**config.mk**
```make
export PLATFORM = sky130hd
export DESIGN_NAME = mem_dump_tx
export DESIGN_NICKNAME = d
export VERILOG_FILES = /design/src/rtl/mem_dump_tx.sv
export SDC_FILE = /design/constraint.sdc
export NUM_CORES = 1
export LEC_CHECK = 0
export ABC_CLOCK_PERIOD_IN_PS = 6500
export CORE_MARGIN = 4
export CORE_UTILIZATION = 30
export CTS_CLUSTER_DIAMETER = 30
export DETAILED_ROUTE_END_ITERATION = 10
export SYNTH_ARGS = -nofsm -noshare
export SYNTH_HDL_FRONTEND = slang
export SYNTH_SLANG_ARGS = --single-unit
```
**constraint.sdc**
```tcl
create_clock -name clk -period 6.5 [get_ports clk]
set_clock_uncertainty 0.1 [all_clocks]
set_input_delay 1.95 -clock clk [delete_from_list [all_inputs] [get_ports clk]]
set_output_delay 1.95 -clock clk [all_outputs]
set_load 0.01 [all_outputs]
```
**src/rtl/mem_dump_tx.sv**
```systemverilog
// Purpose: dumps a range of 16-bit memory words as ASCII '0'/'1' text, MSB first, with an LF after each word.
// Latency: first read 1 cycle after start, first byte 3 cycles after start, 19 cycles per word when never stalled.
// Backpressure: out_valid/out_byte hold until out_ready; memory is read only after the previous LF is accepted.
module mem_dump_tx #(
    parameter int ADDR_W = 16,
    parameter int DATA_W = 16
) (
    input  logic              clk,
    input  logic              rst_n,
    input  logic              start,
    input  logic [ADDR_W-1:0] base_addr,
    input  logic [ADDR_W:0]   count,
    output logic [ADDR_W-1:0] mem_addr,
    output logic              mem_rd_en,
    input  logic [DATA_W-1:0] mem_rd_data,
    output logic [7:0]        out_byte,
    output logic              out_valid,
    input  logic              out_ready,
    output logic              busy,
    output logic              done
);

    localparam int IDX_W = $clog2(DATA_W);
    localparam logic [7:0] ASCII_0  = 8'h30;
    localparam logic [7:0] ASCII_1  = 8'h31;
    localparam logic [7:0] ASCII_LF = 8'h0A;

    typedef enum logic [2:0] {
        IDLE,
        READ,
        WAIT,
        SEND_BITS,
        SEND_NL,
        FIN
    } state_t;

    state_t              state;
    logic [ADDR_W-1:0]   addr;
    logic [ADDR_W:0]     remaining;
    logic [DATA_W-1:0]   shift;
    logic [IDX_W-1:0]    bit_idx;
    logic                hs;

    assign hs = out_valid & out_ready;

    function automatic logic [7:0] bit_char(input logic b);
        return b ? ASCII_1 : ASCII_0;
    endfunction

    always_ff @(posedge clk) begin
        if (!rst_n) begin
            state     <= IDLE;
            addr      <= '0;
            remaining <= '0;
            shift     <= '0;
            bit_idx   <= '0;
            mem_addr  <= '0;
            mem_rd_en <= 1'b0;
            out_byte  <= '0;
            out_valid <= 1'b0;
            busy      <= 1'b0;
            done      <= 1'b0;
        end else begin
            done      <= 1'b0;
            mem_rd_en <= 1'b0;
            case (state)
                IDLE: begin
                    if (start) begin
                        addr      <= base_addr;
                        remaining <= count;
                        busy      <= 1'b1;
                        if (count == '0) begin
                            state <= FIN;
                            done  <= 1'b1;
                        end else begin
                            state     <= READ;
                            mem_rd_en <= 1'b1;
                            mem_addr  <= base_addr;
                        end
                    end
                end
                READ: begin
                    state <= WAIT;
                end
                WAIT: begin
                    // Read data lands this cycle; present the MSB character straight away.
                    shift     <= mem_rd_data;
                    bit_idx   <= IDX_W'(DATA_W - 1);
                    out_byte  <= bit_char(mem_rd_data[DATA_W-1]);
                    out_valid <= 1'b1;
                    state     <= SEND_BITS;
                end
                SEND_BITS: begin
                    if (hs) begin
                        bit_idx <= bit_idx - 1'b1;
                        if (bit_idx == '0) begin
                            out_byte <= ASCII_LF;
                            state    <= SEND_NL;
                        end else begin
                            out_byte <= bit_char(shift[bit_idx - 1'b1]);
                        end
                    end
                end
                SEND_NL: begin
                    if (hs) begin
                        out_valid <= 1'b0;
                        addr      <= addr + 1'b1;
                        remaining <= remaining - 1'b1;
                        // remaining still holds the pre-decrement value here.
                        if (remaining != {{ADDR_W{1'b0}}, 1'b1}) begin
                            state     <= READ;
                            mem_rd_en <= 1'b1;
                            mem_addr  <= addr + 1'b1;
                        end else begin
                            state <= FIN;
                            done  <= 1'b1;
                        end
                    end
                end
                FIN: begin
                    busy  <= 1'b0;
                    state <= IDLE;
                end
                default: begin
                    state <= IDLE;
                end
            endcase
        end
    end

endmodule

```
# Word level (Yosys, flattened, before mapping)
# Cells that the tools add are included.
# Widths: inputs -> output; s select.
dict set report word_totals {
  output_inout_bits 28
  wordCells 82
  reg_bits 84
  input_bits 53
}
dict set report classes {
  eq_ne 12
  magnitude_cmp 1
  mux 41
  bitwise_logic 1
  n_addsub 3
  reduce_logical 13
}
# op n
set ops {}
lappend ops {{$mux 16} 6}
lappend ops {{$pmux 16 s2} 2}
lappend ops {{$mux 17} 2}
lappend ops {{$pmux 17 s2} 1}
lappend ops {{$mux 3} 6}
lappend ops {{$logic_not 17->1} 1}
lappend ops {{$ne 17x1->1 const B} 1}
lappend ops {{$sub 17x1->17 const B} 1}
lappend ops {{$add 16x1->16 const B} 1}
lappend ops {{$pmux 8 s2} 1}
lappend ops {{$pmux 3 s5} 1}
lappend ops {{$mux 1} 13}
lappend ops {{$ne 2x2->1 const B} 6}
lappend ops {{$mux 8} 1}
lappend ops {{$pmux 1 s2} 4}
lappend ops {{$pmux 4 s2} 1}
lappend ops {{$reduce_bool 2->1} 4}
lappend ops {{$eq 3x2->1 const B} 2}
lappend ops {{$eq 3x3->1 const B} 2}
lappend ops {{$mux 6} 1}
lappend ops {{$reduce_and 2->1} 3}
lappend ops {{$lt 4x5->1 const B} 1}
lappend ops {{$reduce_and 5->1} 1}
lappend ops {{$bmux 1 s4} 1}
lappend ops {{8 further kinds} 8}

# Depth between registers and ports, before layout
# Gate-level depths: netlist of run 1.
dict set report logic_depth {
  word_depth 7
  ltp_mapped 8
  depth_no_buf 7
}

# Worst setup path after synthesis of run 1
# Ideal clock, no wire load.
dict set report synth_timing {
  kind {input-to-reg}
  startpoint {input count[3]}
  endpoint {register mem_addr[0]}
  setup_ns 0.116
  n_path_buf 1
  slack_ns 3.011
  required_time_ns 6.284
  t_arrival_ns 3.273
  cell_stages 5
  path_cell_list {or4_1 > nor4_2 > nor3_2 > buf_6 > o211a_1}
}
dict set report synth_between {
  elab_chain_cells 3
}
# item line
set synth_lines {}
lappend synth_lines {{start, declared} 12} ;# input logic [ADDR_W:0] count,
lappend synth_lines {{$logic_not 17->1} 72} ;# if (count == '0) begin
lappend synth_lines {{$ne 2x2->1 (no source line)} -}
lappend synth_lines {{$reduce_and 5->1 (no source line)} -}
lappend synth_lines {{end signal, assigned} 78} ;# mem_addr <= base_addr;
lappend synth_lines {{end signal, assigned} 113} ;# mem_addr <= addr + 1'b1;
lappend synth_lines {{end, declared} 13} ;# output logic [ADDR_W-1:0] mem_addr,
# No other way between the ends.
# A chain may end at the register's enable or synchronous reset.

# Worst setup path after layout of run 1
dict set report layout_timing {
  startpoint {input out_ready}
  endpoint {register mem_addr[12]}
}
dict set report layout_between {
  elab_chain_cells 3
}
# item line
set layout_lines {}
lappend layout_lines {{start, declared} 18} ;# input logic out_ready,
lappend layout_lines {{$and 1x1->1} 44} ;# assign hs = out_valid & out_ready;
lappend layout_lines {{$ne 2x2->1 (no source line)} -}
lappend layout_lines {{$reduce_and 5->1 (no source line)} -}
# No other way between the ends.

==> results of run 1 <==
routing by layer:
layer | wire length, um | global-route usage
met5 | 0 | 0
met4 | 212 | 0.0472
met3 | 647 | 0.0322
met2 | 5040 | 0.243
met1 | 5030 | 0.194
cells by family after synthesis:
kind of cell / Yosys count / share of synthesized area
DFF: 79 / 0.391
xor gates and xnor gates: 13 / 0.0281
muxes: 7 / 0.0297
adders and majority gates: 5 / 0.0155
other: 1 / 0.000927
and+or+nand+nor: 222 / 0.251
buffers and inverters: 51 / 0.0594
AOI/OAI and AO/OA: 150 / 0.224
metrics by stage:
| step | area, um2 | util |
|---|---|---|
| final | 5240 | 0.396 |
| after global routing | 5240 | 0.396 |
| after CTS | 5240 | 0.396 |
| after detailed placement | 4910 | 0.371 |
| after global placement | 4910 | 0.371 |
| after floorplan | 4050 | - |
cells in the final DEF (no fill, tap or decap), types with 7 or more instances in the layout:
| cell type | count |
|---|---|
| a21oi_1 | 58 |
| inv_1 | 11 |
| dfxtp_1 | 79 |
| xnor2_1 | 11 |
| clkbuf_16 | 9 |
| o21ai_0 | 36 |
| nand2_1 | 104 |
| clkdlybuf4s50_1 | 77 |
| nor3_1 | 15 |
| buf_4 | 7 |
| nand3_1 | 17 |
| nor2_1 | 46 |
worst paths after layout:
kind | from | to | depth (start not counted)
worst min-delay path | mem_addr[5] | mem_addr[5] | 2
worst max-delay path | out_ready | mem_addr[12] | 7
worst max register to register | state[2] | mem_addr[12] | 6
worst min register to register | mem_addr[5] | mem_addr[5] | 2
where the power goes:
group	switching [uW]	total (uW)	leakage, uW	internal (uW)
Combinational	135	255	0.000987	121
Clock	213	554	0.000153	341
Sequential	39.1	564	0.000648	525
critical path, cell delays in order:
cell	delay [ns]
clkdlybuf4s50_1	0.56
nand3_1	0.14
a211o_1	0.71
nor3_2	0.79
buf_4	0.35
o2111ai_1	0.15
o21ai_0	0.11
cells in the mapped netlist (5+ instances only):
library cell    n  area share
nand3_1        17       0.021
nor2_1         46       0.043
nand2b_1        6      0.0093
o211ai_1        5      0.0093
o21ai_0        36       0.045
buf_4           6       0.011
or3_1           5      0.0077
buf_2           9       0.011
clkbuf_1       20       0.019
inv_1          11       0.010
dfxtp_1        79        0.39
a211oi_1        5      0.0093
nor3_1         15       0.019
xnor2_1        11       0.024
nand2_1       104       0.096
ha_1            5       0.015
a21oi_1        58       0.072
o22ai_1         5      0.0077
nor4_1          6      0.0093
area by class of cell:
| type | instances | area [um2] | share of cell area |
|---|---|---|---|
| multi-input cells | 400 | 2240 | 0.428 |
| repair buffers | 84 | 823 | 0.157 |
| flip-flops and latches | 79 | 1580 | 0.302 |
| clock buffers | 9 | 225 | 0.0430 |
| clock inverters | 7 | 101 | 0.0193 |
| well taps | 176 | 220 | 0.0420 |
| inverters | 12 | 45.0 | 0.00860 |
registers in the layout, indices dropped and copies added (netlist names), 3 cells and up:
name       flops
remaining     17
bit_idx        4
out_byte       3
addr          16
state          3
mem_addr      16
shift         16
==> flow_summary_export.csv, run 1 <==
group,metric,value,unit
timing,fin_hold_ws,0.352,ns
logic_synthesis,syn_inst,528,
floorplanning,die_y,124,um
clock_tree,cts_resized,0,
route,drtIter0Drc,256,
timing,hold_viol,0,
place,gp_congestion,0.867,
timing,finalSetupTns,0,ns
timing,fmax,216,MHz
power,total_power,1370,uW
global_routing,grt_max_degree,44,
logic_synthesis,synth_cell_types,61,
floorplanning,num_rows,42,
clock_tree,cts_made_buffers,9,
timing,setup_viol,0,
global_routing,grt_pass1_wl,18400,um
logic_synthesis,synth-main-ff-cell,"dfxtp_1",
logic_synthesis,synth_edf_count,0,
clock_tree,clkSlewWorstSetupHoldPaths,0.06,ns
timing,slew_viol_final,0,
route,vias,3914,
global_routing,antenna_found_initial,0,
clock_tree,postCtsHoldBufs,0,
logic_synthesis,seq_area_frac_synth,0.391,
clock_tree,postCtsSetupBuffers,0,
power,peakVddDrop,0.138,mV
floorplanning,initial_core_util,0.306,
setup_path,critical_path_class,"input pin to flip-flop",
route,antenna_left,0,
place,portBuffers,77,
logic_synthesis,synthesis.area,4050,um2
clock_tree,clock_path_buffers,2,
setup_path,worstPathArrival,4.77,ns
global_routing,track_usage,0.148,
logic_synthesis,synthArstFlopShare,0,
final_layout,area_delta_synth_final,29.5,%
final_layout,fillerInstances,1383,
floorplanning,pin_count,81,
floorplanning,die-area,15400,um2
route,wirelength,10900,um
clock_tree,insertion_delay,0.33,ns
setup_path,worstPathRequired,6.65,ns
final_layout,nets,644,
logic_synthesis,ys_ff_latch,79,
outcome,status,"complete, no violations",
logic_synthesis,synth_warnings,0,
setup_path,reg2reg_slack,3.52,ns
clock_tree,cts_tree,"yes",
route,drc_errors,0,
floorplanning,die_x,124,um
setup_path,start_kind,"input pin",
global_routing,grt_pass1_vias,3779,
timing,slew_headroom,0.243,
place,placedCellCount,751,
power,p_leak,0.00179,uW
setup_path,cp-end-kind,"flip-flop",
setup_path,worstPathMaxFanout,31,
final_layout,drive_above_1_share,0.0660,
clock_tree,htree_levels,3,
final_layout,instances_no_fill,767,
place,dp_hpwl,7860,um
clock_tree,cts_root_buf,"clkbuf_16",
timing,worst_slack,1.88,ns
global_routing,gr-total-overflow,0,
floorplanning,coreArea,13200,um2
route,wl_per_cell,14.2,um
route,first_pass_iters,5,
worst_hold_path,hp-class,"flip-flop to flip-flop",
place,dp_slack,1.54,ns
timing,fin_crit_sh,0.711,
logic_synthesis,post_synth.cell_area_avg,7.66,um2
route,avgViaCountPerCell,5.10,
timing,rsz0062_at_grt,"false",
clock_tree,numClockSinks,79,
power,power.density,262,nW/um2
job,cap_viol_max_count,0,
timing,tightestPinTransition,1.13,ns
final_layout,diodes,0,
timing,finalWorstPathRequiredPeriod,4.62,ns
No activity file was read; power rests on OpenSTA's default activity.
==> run 2: changes to the inputs <==
Settings changed: ABC_CLOCK_PERIOD_IN_PS 6500 to 4830.
Clock period 6.5 ns to 4.83 ns, I/O delays scaled along.
==> flow_summary_export.csv, run 2 (synthesized netlist as in run 1, its figures left out) <==
group,metric,value,unit
global_routing,grt_pass1_vias,3776,
worst_hold_path,min_to,"mem_addr[2]",
final_layout,diodes,0,
setup_path,reg2reg_from,"state[2]",
floorplanning,die_x,124,um
timing,fin_crit_sh,0.701,
power,p_seq_frac,0.425,
power,power.switching,495,uW
clock_tree,numClockSinks,79,
route,wl_per_cell,14.6,um
timing,hold_viol,0,
clock_tree,clock_path_buffers,2,
final_layout,final_cell_mix,"nand2_1, dfxtp_1, clkdlybuf4s50_1",
power,peakVddDrop,0.150,mV
final_layout,largest_reg_flops,17,
clock_tree,postCtsHoldBufs,0,
place,dp_slack,1.07,ns
timing,finalSetupTns,0,ns
worst_hold_path,hp-class,"flip-flop to flip-flop",
place,gp_congestion,0.853,
floorplanning,die_y,124,um
global_routing,use_met2,0.246,
setup_path,slowest_delay,0.56,ns
clock_tree,clkSlewWorstSetupHoldPaths,0.06,ns
clock_tree,htree_levels,3,
clock_tree,cts_root_buf,"clkbuf_16",
setup_path,start_kind,"input pin",
setup_path,r2r-end,"remaining[15]",
setup_path,cp_num_buf_inv,2,
global_routing,antenna_found_initial,0,
setup_path,cp-end-kind,"flip-flop",
setup_path,path_cells,"clkdlybuf4s50_1 > or4_1 > nor4_2 > nor3_2 > buf_4 > o2111ai_1 > o21ai_0",
outcome,status,"complete, no violations",
timing,rsz0062_at_grt,"false",
setup_path,worstPathMaxFanout,30,
clock_tree,cts_resized,0,
setup_path,rr_worst_depth,6,
timing,worst_slack,1.45,ns
timing,slew_headroom,0.246,
power,power.density,343,nW/um2
route,avgViaCountPerCell,5.11,
job,cap_viol_max_count,0,
global_routing,gr-total-overflow,0,
route,antenna_left,0,
route,wirelength,11200,um
floorplanning,die-area,15400,um2
global_routing,grt_util_met3,0.0404,
global_routing,track_usage,0.149,
setup_path,critical_path_class,"input pin to flip-flop",
setup_path,worstPathArrival,3.49,ns
route,drc_errors,0,
place,dp_hpwl,8000,um
global_routing,grt_use_met1,0.194,
clock_tree,cts_made_buffers,9,
route,first_pass_iters,6,
clock_tree,postCtsSetupBuffers,0,
timing,tightestPinTransition,1.13,ns
power,p_leak,0.00179,uW
route,drtIter0Drc,246,
timing,slew_viol_final,0,
setup_path,path_delay_family,"simple AND/OR/NAND/NOR gates",
power,sw_frac_of_total,0.277,
final_layout,drive_above_1_share,0.0660,
floorplanning,coreArea,13200,um2
power,combPwrFrac,0.193,
worst_hold_path,hold_path.startpoint,"mem_addr[2]",
floorplanning,pin_count,81,
final_layout,area_delta_synth_final,28.9,%
power,clock_power_share,0.382,
power,intPower,1290,uW
timing,finalWorstPathRequiredPeriod,3.38,ns
worst_hold_path,whs_path_depth,2,
final_layout,nets,645,
global_routing,grt_pass1_wl,18400,um
setup_path,cp_slowest_cell,"or4_1",
final_layout,regMostFlops,"remaining",
timing,fmax,295,MHz
clock_tree,insertion_delay,0.34,ns
clock_tree,cts_tree,"yes",
floorplanning,num_rows,42,
global_routing,grt_max_degree,43,
place,portBuffers,77,
global_routing,busiest_layer,"met2",
timing,setup_viol,0,
route,vias,3921,
floorplanning,initial_core_util,0.306,
final_layout,mostFrequentLayoutCell,"nand2_1",
setup_path,reg2reg_slack,2.27,ns
setup_path,worstPathRequired,4.93,ns
==> run 2: cell count changes in the layout (fill, tap and decap cells not counted), sizes merged <==
cell | before | now
bufinv | 2 | 1
clkbuf | 9 | 11
clkinv | 1 | 4
buf | 7 | 8
clkinvlp | 2 | 0
inv | 14 | 11
==> run 2: power groups by stage <==
| stage | logic (uW) | registers, uW | clock network (uW) |
|---|---|---|---|
| finish | 345 | 760 | 683 |
| global route | 386 | 768 | 732 |
| CTS | 349 | 759 | 705 |
| detailed placement | 347 | 774 | 0 |
| global placement | 340 | 771 | 0 |
| floorplan | 220 | 762 | 0 |
==> run 2: area by class of cell <==
class | instances | area (um2)
Fill cell | 1420 | 8030
Clock inverter | 4 | 45.0
Multi-Input combinational cell | 400 | 2240
Timing Repair Buffer | 85 | 831
Tap cell | 176 | 220
Sequential cell | 79 | 1580
Inverter | 12 | 45.0
Clock buffer | 11 | 253
==> run 2: metrics by stage <==
step	instance area [um2]	util	cells	power (uW)	hold WS, ns
3_3_place_gp	4920	0.372	752	1110	0.338
4_1_cts	5220	0.394	767	1810	0.354
2_1_floorplan	4050	-	530	983	0.333
5_1_grt	5220	0.394	767	1890	0.372
6_report	5220	0.394	767	1790	0.350
3_5_place_dp	4920	0.372	752	1120	0.345
==> run 2: worst max path at each step <==
stage,start,end,slack (ns),depth (start not counted)
after global routing,count[10],mem_addr[12],1.23,8
final,count[4],mem_addr[12],1.45,7
after detailed placement,count[10],mem_addr[12],1.07,8
after CTS,count[10],mem_addr[12],1.42,8
after floorplan,count[3],mem_addr[0],1.84,5
after global placement,count[10],mem_addr[12],1.11,8
==> run 2: routing by layer <==
metal  vias up  wire length [um]
met4         0                82
met2        97              5310
met1      1830              5170
li1       1986                 -
met5         -                 0
met3         8               614
==> run 2: worst min-delay path, cell delays in order (launching register included) <==
cell and delay, ns:
dfxtp_1 0.31, nand2_1 0.05, o21ai_1 0.05
==> run 3: changes to the inputs <==
Settings changed: ABC_CLOCK_PERIOD_IN_PS 4830 to 2850.
Clock period 4.83 ns to 2.85 ns, I/O delays scaled along.
==> flow_summary_export.csv, run 3 (synthesized netlist as in run 1, its figures left out) <==
group,metric,value,unit
outcome,status,"complete, no violations",
setup_path,slowest_delay,0.59,ns
setup_path,cp_num_buf_inv,3,
global_routing,grt_pass1_vias,3873,
timing,tightestPinTransition,0.612,ns
timing,finalSetupTns,0,ns
place,gp_congestion,0.838,
clock_tree,cts_root_buf,"clkbuf_16",
setup_path,start_kind,"input pin",
clock_tree,postCtsSetupBuffers,0,
timing,rsz0062_at_grt,"false",
clock_tree,postCtsHoldBufs,0,
setup_path,critical_path_class,"input pin to flip-flop",
clock_tree,clock_path_buffers,2,
place,portBuffers,77,
final_layout,final_cell_mix,"nand2_1, dfxtp_1, clkdlybuf4s50_1",
setup_path,worstPathRequired,2.96,ns
route,wirelength,11200,um
final_layout,nets,665,
job,cap_viol_max_count,0,
final_layout,multi_input_area,2240,um2
place,dp_hpwl,8250,um
timing,hold_viol,0,
power,p_leak,0.00187,uW
floorplanning,die_y,124,um
route,drc_errors,0,
timing,fin_crit_sh,0.899,
global_routing,antenna_found_initial,0,
clock_tree,insertion_delay,0.34,ns
timing,slew_headroom,0.591,
floorplanning,die-area,15400,um2
power,peakVddDrop,0.265,mV
route,antenna_left,0,
setup_path,worstPathArrival,2.67,ns
final_layout,instances_no_fill,786,
place,placedCellCount,772,
floorplanning,num_rows,42,
clock_tree,numClockSinks,79,
final_layout,diodes,0,
global_routing,track_usage,0.153,
final_layout,drive_above_1_share,0.0902,
timing,finalWorstPathRequiredPeriod,2.56,ns
setup_path,path_delay_family,"simple AND/OR/NAND/NOR gates",
floorplanning,initial_core_util,0.306,
route,wl_per_cell,14.2,um
final_layout,regMostFlops,"remaining",
floorplanning,die_x,124,um
clock_tree,clkSlewWorstSetupHoldPaths,0.05,ns
worst_hold_path,hp-class,"flip-flop to flip-flop",
route,first_pass_iters,4,
setup_path,path_cells,"clkdlybuf4s50_1 > or4_1 > nor4_2 > buf_4 > nor3_2 > buf_12 > o2111ai_1 > o21ai_0",
final_layout,largest_reg_flops,17,
final_layout,mostFrequentLayoutCell,"nand2_1",
floorplanning,pin_count,81,
floorplanning,coreArea,13200,um2
clock_tree,htree_levels,3,
setup_path,cp-end-kind,"flip-flop",
clock_tree,cts_resized,0,
clock_tree,cts_made_buffers,9,
timing,fmax,390,MHz
setup_path,worstPathMaxFanout,30,
final_layout,area_delta_synth_final,32.0,%
timing,fin_hold_ws,0.346,ns
timing,setup_viol,0,
clock_tree,cts_tree,"yes",
setup_path,cp_slowest_cell,"or4_1",
global_routing,grt_pass1_wl,18700,um
final_layout,fillerInstances,1391,
timing,slew_viol_final,0,
route,vias,3989,
global_routing,gr-total-overflow,0,
final_layout,ff_latch_area,1580,um2
route,avgViaCountPerCell,5.08,
power,power.density,546,nW/um2
route,drtIter0Drc,235,
global_routing,grt_max_degree,43,
==> run 3: tightest hold or removal path: stages, from the launching register on <==
cell and delay, ns:
dfxtp_1 0.31, nand2_1 0.05, o21ai_1 0.05
==> run 3: final cells by class <==
type	count	area share
sequential	79	0.296
tap	176	0.0412
inverter	12	0.00843
clock inverter	2	0.00187
clock buffer	12	0.0443
multi-input combinational	400	0.420
timing repair buffer	105	0.188
==> run 3: path summary, 6_finish.rpt <==
| path | startpoint | endpoint | cells past startpoint | slack [ns] |
|---|---|---|---|---|
| max | count[3] | mem_addr[12] | 8 | 0.29 |
| min | mem_addr[5] | mem_addr[5] | 2 | 0.35 |
| min reg2reg | mem_addr[5] | mem_addr[5] | 2 | 0.35 |
| max reg2reg | bit_idx[0] | out_byte[0] | 7 | 0.63 |
==> run 3: stage by stage <==
stage / utilization / total power, uW / setup WS, ns / area (um2)
floorplan: - / 1670 / 0.456 / 4050
global placement: 0.385 / 1920 / -0.0357 / 5090
detailed placement: 0.385 / 1930 / -0.0750 / 5090
CTS: 0.403 / 2960 / 0.287 / 5340
global route: 0.403 / 3080 / 0.220 / 5340
finish: 0.403 / 2920 / 0.289 / 5340
==> run 3: per-layer routing <==
layer / GRT usage / vias up / part of all wire
met5: 0 / - / 0
met4: 0.0589 / 0 / 0.019
met3: 0.0413 / 15 / 0.057
met2: 0.247 / 113 / 0.47
met1: 0.194 / 1835 / 0.46
li1: - / 2026 / -
==> run 3: power breakdown <==
group	switching, uW	leakage [uW]	internal, uW	total (uW)
clock network	429	0.000122	578	1010
logic	317	0.00110	305	622
registers	89.0	0.000648	1200	1290
total	835	0.00187	2080	2920
